**config.mk**
```make
export PLATFORM = sky130hd
export DESIGN_NAME = rv32_mem_arbiter_flat
export DESIGN_NICKNAME = d
export VERILOG_FILES = /design/src/rtl/rv32_types.sv /design/src/rtl/rv32_mem_arbiter_if.sv /design/src/rtl/rv32_rr_pick2.sv /design/src/rtl/rv32_mem_arbiter.sv /design/src/flat_wrapper.sv
export SDC_FILE = /design/constraint.sdc
export NUM_CORES = 1
export LEC_CHECK = 0
export CORE_MARGIN = 1.5
export CORE_UTILIZATION = 24
export DETAILED_ROUTE_END_ITERATION = 12
export GPL_TIMING_DRIVEN = 0
export PLACE_DENSITY = 0.58
export SYNTH_ARGS = -nofsm -noshare
export SYNTH_HDL_FRONTEND = slang
export SYNTH_HIERARCHICAL = 1
export SYNTH_SLANG_ARGS = --single-unit
```
**constraint.sdc**
```tcl
create_clock -name clk -period 1.8 [get_ports clk]
set_input_delay 0.36 -clock clk [delete_from_list [all_inputs] [get_ports clk]]
set_output_delay 0.36 -clock clk [all_outputs]
set_load 0.02 [all_outputs]
```
**src/rtl/rv32_types.sv**
```systemverilog
// Shared RV32 core types: memory request bundle and arbiter state.
// Imported by the memory arbiter, its interface and the winner picker.
package rv32_types;

    typedef enum logic [1:0] {
        MEM_NOP   = 2'd0,
        MEM_LOAD  = 2'd1,
        MEM_STORE = 2'd2
    } mem_op_t;

    typedef struct packed {
        mem_op_t     op;
        logic [31:0] addr;
        logic [31:0] data;
    } memory_request_t;

    typedef enum logic {
        IDLE = 1'b0,
        BUSY = 1'b1
    } arb_state_t;

    function automatic logic req_valid(input memory_request_t r);
        return r.op != MEM_NOP;
    endfunction

endpackage

```
**src/rtl/rv32_mem_arbiter_if.sv**
```systemverilog
// Downstream data-memory port: request out, ready/read data back.
// master = arbiter side, slave = memory side.
import rv32_types::*;

interface rv32_mem_arbiter_if;
    memory_request_t mem_req_o;
    logic            mem_ready_i;
    logic [31:0]     mem_rdata_i;

    modport master (
        output mem_req_o,
        input  mem_ready_i,
        input  mem_rdata_i
    );

    modport slave (
        input  mem_req_o,
        output mem_ready_i,
        output mem_rdata_i
    );
endinterface

```
**src/rtl/rv32_rr_pick2.sv**
```systemverilog
// Two-way winner selection: fixed priority to port 0 or
// round-robin on ties, alternating away from the last owner.
module rv32_rr_pick2 #(
    parameter int FIXED_PRIORITY = 0
) (
    input  logic [1:0] valid_i,
    input  logic       last_i,
    output logic       win_o
);

    // A lone requester always wins; ties go by policy.
    always_comb begin
        win_o = 1'b0;
        if (valid_i[0] && valid_i[1]) begin
            win_o = (FIXED_PRIORITY != 0) ? 1'b0 : ~last_i;
        end else begin
            win_o = valid_i[1];
        end
    end

endmodule

```
**src/rtl/rv32_mem_arbiter.sv**
```systemverilog
// Shares the data-memory port between the memory stage (port 0)
// and fetch/debug (port 1); one request in flight, with watchdog.
import rv32_types::*;

module rv32_mem_arbiter #(
    parameter int FIXED_PRIORITY = 0,
    parameter int TIMEOUT_CYCLES = 64
) (
    input  logic                clk,
    input  logic                resetn,
    input  memory_request_t     req0_i,
    input  memory_request_t     req1_i,
    output logic [1:0]          done_o,
    output logic [31:0]         rdata_o,
    rv32_mem_arbiter_if.master  mem,
    output logic                grant_o,
    output logic                busy_o,
    output logic                timeout_err_o
);

    localparam int CW = (TIMEOUT_CYCLES > 0) ?
                        $clog2(TIMEOUT_CYCLES + 1) : 1;
    localparam logic [CW-1:0] CNT_LAST =
        CW'((TIMEOUT_CYCLES > 0) ? TIMEOUT_CYCLES - 1 : 0);
    localparam logic [CW-1:0] CNT_MAX = '1;

    arb_state_t      state;
    memory_request_t req_q;
    logic            last_grant;
    logic [CW-1:0]   cnt;
    logic [1:0]      valid;
    logic            win;
    logic            expire;

    assign valid  = {req_valid(req1_i), req_valid(req0_i)};
    assign expire = (TIMEOUT_CYCLES != 0) && (cnt == CNT_LAST);

    rv32_rr_pick2 #(
        .FIXED_PRIORITY(FIXED_PRIORITY)
    ) u_pick (
        .valid_i(valid),
        .last_i (last_grant),
        .win_o  (win)
    );

    // The captured request goes out as-is; its op is NOP when idle.
    assign mem.mem_req_o = req_q;
    assign busy_o        = (state == BUSY);

    // Same-cycle completion to the owner; a reset cycle never completes.
    always_comb begin
        done_o  = '0;
        rdata_o = '0;
        if (resetn && state == BUSY &&
            (mem.mem_ready_i || expire)) begin
            done_o[grant_o] = 1'b1;
            rdata_o = mem.mem_ready_i ? mem.mem_rdata_i : '0;
        end
    end

    // Arbitration FSM, request capture and watchdog.
    always_ff @(posedge clk) begin
        if (!resetn) begin
            state         <= IDLE;
            req_q         <= '{op: MEM_NOP, addr: '0, data: '0};
            grant_o       <= 1'b0;
            last_grant    <= 1'b1;
            cnt           <= '0;
            timeout_err_o <= 1'b0;
        end else begin
            unique case (state)
                IDLE: begin
                    if (|valid) begin
                        state      <= BUSY;
                        req_q      <= win ? req1_i : req0_i;
                        grant_o    <= win;
                        last_grant <= win;
                        cnt        <= '0;
                    end
                end
                BUSY: begin
                    if (mem.mem_ready_i) begin
                        state    <= IDLE;
                        req_q.op <= MEM_NOP;
                    end else if (expire) begin
                        state         <= IDLE;
                        req_q.op      <= MEM_NOP;
                        timeout_err_o <= 1'b1;
                    end else if (cnt != CNT_MAX) begin
                        cnt <= cnt + 1'b1;
                    end
                end
                default: state <= IDLE;
            endcase
        end
    end

endmodule
```
**src/flat_wrapper.sv**
```systemverilog
// flat-port wrapper written by rule: the top's interface ports become plain ports
module rv32_mem_arbiter_flat 
#(
    parameter int FIXED_PRIORITY = 0,
    parameter int TIMEOUT_CYCLES = 64
)
  (clk, resetn, req0_i, req1_i, done_o, rdata_o, grant_o, busy_o, timeout_err_o, mem_mem_req_o, mem_mem_ready_i, mem_mem_rdata_i);
  rv32_mem_arbiter_if mem_i ();
  input  logic clk;
  input  logic resetn;
  input  memory_request_t req0_i;
  input  memory_request_t req1_i;
  output logic [1:0] done_o;
  output logic [31:0] rdata_o;
  output logic grant_o;
  output logic busy_o;
  output logic timeout_err_o;
  output wire logic [$bits(mem_i.mem_req_o)-1:0] mem_mem_req_o;
  input wire logic [$bits(mem_i.mem_ready_i)-1:0] mem_mem_ready_i;
  input wire logic [$bits(mem_i.mem_rdata_i)-1:0] mem_mem_rdata_i;
  assign mem_mem_req_o = mem_i.mem_req_o;
  assign mem_i.mem_ready_i = mem_mem_ready_i;
  assign mem_i.mem_rdata_i = mem_mem_rdata_i;
  rv32_mem_arbiter #(.FIXED_PRIORITY(FIXED_PRIORITY), .TIMEOUT_CYCLES(TIMEOUT_CYCLES)) u_core (.clk(clk), .resetn(resetn), .req0_i(req0_i), .req1_i(req1_i), .done_o(done_o), .rdata_o(rdata_o), .mem(mem_i), .grant_o(grant_o), .busy_o(busy_o), .timeout_err_o(timeout_err_o));
endmodule
```
; Word-level counts from Yosys, hierarchy flattened
; Index checks and enable logic that the tools add are counted.
[classes]
n_lt_le_gt_ge = 2
n_bitwise = 3
n_eq_ne = 7
mux = 20
addsub = 1
reduce_logical = 12
[op_table]
columns = cell, n
row1 = two-way mux 66 bit, 2
row2 = two-way mux 32 bit, 2
row3 = two-way mux 7 bit, 4
row4 = case mux 7 bit (2 select lines), 1
row5 = "adder 7 x 1 -> 7 bit, second input constant", 1
row6 = "== test 7 x 6 -> 1 bit, second input constant", 1
row7 = "inequality test 7 bit, second input constant", 1
row8 = two-way mux 2 bit, 3
row9 = "inequality test 2 bit, second input constant", 3
row10 = two-way mux 1 bit, 5
row11 = logical AND 1 bit, 4
row12 = case mux 2 bit (2 select lines), 1
row13 = AND reduction 2 bit, 2
row14 = AND reduction 4 bit, 1
row15 = nonzero test 2 bit, 2
row16 = "inequality test 3 bit, second input constant", 1
row17 = inverter 1 bit, 3
row18 = AND reduction 3 bit, 1
row19 = "less-than comparator 1 x 2 -> 1 bit, second input constant", 1
row20 = "inequality test 2 x 1 -> 1 bit, second input constant", 1
row21 = case mux 1 bit (2 select lines), 1
row22 = OR reduction 2 bit, 1
row23 = demux 1 bit (select 1 bit), 1
row24 = "greater-or-equal comparator 1 bit, second input constant", 1
row25 = logical OR 1 bit, 1
[word_totals]
regBits = 77
wordCells = 53
inputBits = 167

; Longest topological paths before layout
[logic_depth]
depth_word = 6
mapped_depth = 7

; By module
; The synthesis kept the hierarchy.
[by_module_without_submodules]
columns = mod, cells_each, area_per_inst_um2, seq_area_each_um2, instances
row1 = rv32_mem_arbiter, 420, 3983.8, 1541.5, 1
row2 = rv32_rr_pick2, 1, 11.3, 0.0, 1

; Least setup slack after synthesis
; Ideal clock, no wire load.
[synth_timing]
kind = reg2out
startpoint = register u_core.state (netlist: u_core/busy_o)
endpoint = output done_o[1]
required_time_ns = 1.440
path_stages_with_launch = 5
arrival_time_ns = 1.603
path_slack_ns = -0.163
path_cell_list = dfxtp_1 clkbuf_1 clkbuf_1 nand2_1 nor3b_1
[synth_via]
elab_chain_cells = 3
[synth_lines]
columns = element, line_no
row1 = from (decl), rv32_mem_arbiter.sv:27  ; arb_state_t state;
row2 = from (signal assigned), rv32_mem_arbiter.sv:64  ; state <= IDLE;
row3 = from (signal assigned), rv32_mem_arbiter.sv:74  ; state <= BUSY;
row4 = from (signal assigned), rv32_mem_arbiter.sv:83  ; state <= IDLE;
row5 = logical AND 1 bit (2 in series), rv32_mem_arbiter.sv:54  ; if (resetn && state == BUSY &&
row6 = two-way mux 2 bit, rv32_mem_arbiter.sv:54
row7 = to (decl), flat_wrapper.sv:13  ; output logic [1:0] done_o;
; Every way passes these cells.

; Worst setup path after layout
[layout_timing]
startpoint = register u_core.state (netlist: u_core/busy_o)
endpoint = output rdata_o[25]
[layout_via]
elab_chain_cells = 3
[layout_lines]
columns = element, line_no
row1 = logical AND 1 bit (2 in series), rv32_mem_arbiter.sv:54
row2 = two-way mux 32 bit, rv32_mem_arbiter.sv:54
row3 = to (decl), flat_wrapper.sv:14  ; output logic [31:0] rdata_o;
; Every way passes these cells.

==> flow_summary.ini <==
[placed_design]
gp_congestion = 0.824
hpwl_mm = 13.1
numPlacedInstances = 906
dp_slack_ps = -1010
portBuffers = 269

[critical_path]
timing.rr.start = u_core/busy_o
crit_type = flop to output port
path_delay_family = simple AND/OR/NAND/NOR gates
end_kind = output port
critPathLaunchType = flop
startpoint = u_core/busy_o
crit_fanout = 8
cpPeakStageDelay_ps = 350
worst-path-buf-inv = 3
path_cells = buf_8 -> and3_4 -> buf_8 -> and2_4 -> buf_6
critPathSlowestCell = dfxtp_2
r2r_cells = 5
worstPathRequired_ps = 1440
cp.arrival_ps = 1480
path_common_cell = buf_8
r2r-end = u_core/mem.mem_req_o[39]
reg2reg_slack_ps = 150
cp_num_cells = 5

[clock_network]
clk-insertion-delay-late_ps = 330
cts_max_level = 3
clkSinkCount = 77
cts_tree = yes
clk_path_buf_depth = 2
cts_buffers = 9
cts_root_buffer = clkbuf_16
clkTransAtPathRegs_ps = 60
postCtsHoldBufs = 0

[floorplanning]
ios = 270
core-area_mm2 = 0.0161
die_y_um = 132
dieArea_mm2 = 0.0174
initial_core_util_pct = 24.9
die_x_um = 132
placementRows = 46

[logic_synthesis]
syn_avg_cell_area_um2 = 9.49
syn_inst = 421
synth_sequential_area_ratio_pct = 38.6
synthTopCellsByArea = dfxtp_1 39%, mux2i_1 17%, a311oi_1 11%
netlist.area_leader.share_pct = 38.6
synth_seq_cells = 77
ys_top_cells_by_count = 77 x dfxtp_1, 67 x a21oi_1, 67 x mux2i_1, 50 x a311oi_1, 34 x clkbuf_1
synth.largest_area_cell = dfxtp_1
synth-main-ff-cell = dfxtp_1
async_flop_share_pct = 0
synth.most_common_cell = dfxtp_1
netlist_area_mm2 = 0.00400
synth_edf_count = 0
syn_nets = 589
yosysUniqueCellTypes = 41
yosysWarnings = 6

[sta]
fin_crit_sh_pct = 102
skew_ps = 4.81
setup_viol = 30
rsz0062_at_grt = yes
slew_headroom_pct = 60.0
worstMarginPinSlew_ps = 601
layout_setup_ws_ps = -39.2
drv_slew = 0
hold_viol = 0
fin_crit_ps = 1840
fin_hold_ws_ps = 504
fmax_mhz = 544

[layout]
n_fill_cell = 1409
finalNetCount = 883
utilization_pct = 49.4
stdcell_count = 936
drive_gt1_share_pct = 22.9
antenna_cells = 0
syn_to_final_growth_pct = 98.5

[drt]
ant_nets = 0
drt_iter0_drc = 191
drt_wl_total_mm = 17.2
vias = 4585
dr.pass1.iters = 4
vias_per_cell = 4.90
drc = 0
wl_per_cell_um = 18.4

[worst_hold_path]
min_from = resetn
hold_path.class = input port to flop
min_path_cells = 3
min_delay_worst_endpoint = u_core/cnt[3]

[outcome]
status = finished, violations left
violations = setup timing

[pwr]
p_leak_nw = 3.02
ir_worst_vdd_mv = 0.528
power.density_mw_per_mm2 = 730
power_w = 0.00579

[global_routing]
grt.overflow.total = 0
antenna_found_initial = 0
first_global_vias = 4748
grt_usage_pct = 19.2
grt_pass1_wl_mm = 26.2
grt_max_degree = 14

[run]
maxCapViolations = 0
==> how the worst max path moves through the flow <==
| stage | end |
|---|---|
| floorplan | u_core/mem.mem_req_o[25] |
| global placement | u_core/mem.mem_req_o[16] |
| detailed placement | u_core/mem.mem_req_o[16] |
| CTS | rdata_o[25] |
| global route | rdata_o[3] |
| finish | rdata_o[25] |
==> worst reg2reg max path, cell delays in order (launching register included) <==
cell and delay (ps):
dfxtp_2 330, buf_8 120, clkinv_1 130, clkbuf_2 320
clkbuf_1 430, a311oi_2 170
==> cell usage in the layout (no fill, tap or decap), drive strengths merged, types with 2 or more instances in the layout <==
| cell type | n |
|---|---|
| mux2i | 67 |
| buf | 65 |
| and2 | 33 |
| bufinv | 2 |
| or2 | 2 |
| o21ai | 4 |
| clkbuf | 42 |
| o311ai | 2 |
| o211ai | 4 |
| nor2b | 3 |
| dlygate4sd2 | 6 |
| nor2 | 2 |
| nand2 | 6 |
| nand2b | 3 |
| nor3 | 2 |
| a21oi | 67 |
| a22oi | 2 |
| a311oi | 54 |
| clkdlybuf4s50 | 228 |
| dfxtp | 77 |
| a2111oi | 2 |
| a21boi | 2 |
| a211oi | 12 |
| nand3 | 5 |
| mux2 | 2 |
| and3 | 5 |
| clkinv | 4 |
| nor4 | 2 |
| inv | 3 |
==> power breakdown <==
part / switching, W / leakage [nW] / internal, W
Combinational: 0.000828 / 2.22 / 0.00104
Sequential: 0.0000931 / 0.643 / 0.00186
Clock: 0.000714 / 0.158 / 0.00125
Total: 0.00164 / 3.02 / 0.00415
==> flip-flops by register name (all words and copies together), names as in the netlist <==
name,cells
u_core/mem.mem_req_o,66
u_core/last_grant,1
u_core/busy_o,1
u_core/cnt,7
u_core/grant_o,1
u_core/timeout_err_o,1
==> per-layer routing <==
layer,GRT usage [%],vias to the layer above,share of wire (%)
met5,0,-,0
met4,5.25,0,0.93
met3,5.31,10,7.3
met2,35.4,209,53
met1,21.5,2153,39
li1,-,2213,-
==> through the flow <==
| stage | area, um2 | setup TNS, ps |
|---|---|---|
| 2_1_floorplan | 4010 | -3630 |
| 3_3_place_gp | 6970 | -88150 |
| 3_5_place_dp | 6970 | -91580 |
| 4_1_cts | 7690 | -1600 |
| 5_1_grt | 7930 | -2510 |
| 6_report | 7930 | -835 |
==> layout make-up <==
| cell class | instances | area (um2) | area share (%) |
|---|---|---|---|
| plain buffers | 47 | 390 | 4.92 |
| clock buffers | 10 | 239 | 3.01 |
| clock inverters | 6 | 86.3 | 1.09 |
| inverters | 4 | 15.0 | 0.189 |
| multi-input cells | 291 | 2470 | 31.1 |
| flip-flops and latches | 77 | 1560 | 19.6 |
| well taps | 216 | 270 | 3.41 |
| repair buffers | 285 | 2910 | 36.7 |
==> what timing repair did <==
action,CTS,global route
resized for setup,295,45
endpoints found under the setup margin,107,64
setup buffers,6,3
cloned,4,3
pin swaps,28,8
==> logic make-up (layout without fill, tap and decap cells) <==
group / Yosys count / count (layout) / synth area share, %
compound gates: 155 / 155 / 27.5
fa+ha+maj: 1 / 1 / 0.313
buf+inv: 53 / 352 / 6.39
flops: 77 / 77 / 38.6
mux: 69 / 69 / 17.4
simple gates: 66 / 66 / 9.90
No activity file was read; power rests on OpenSTA's default activity.
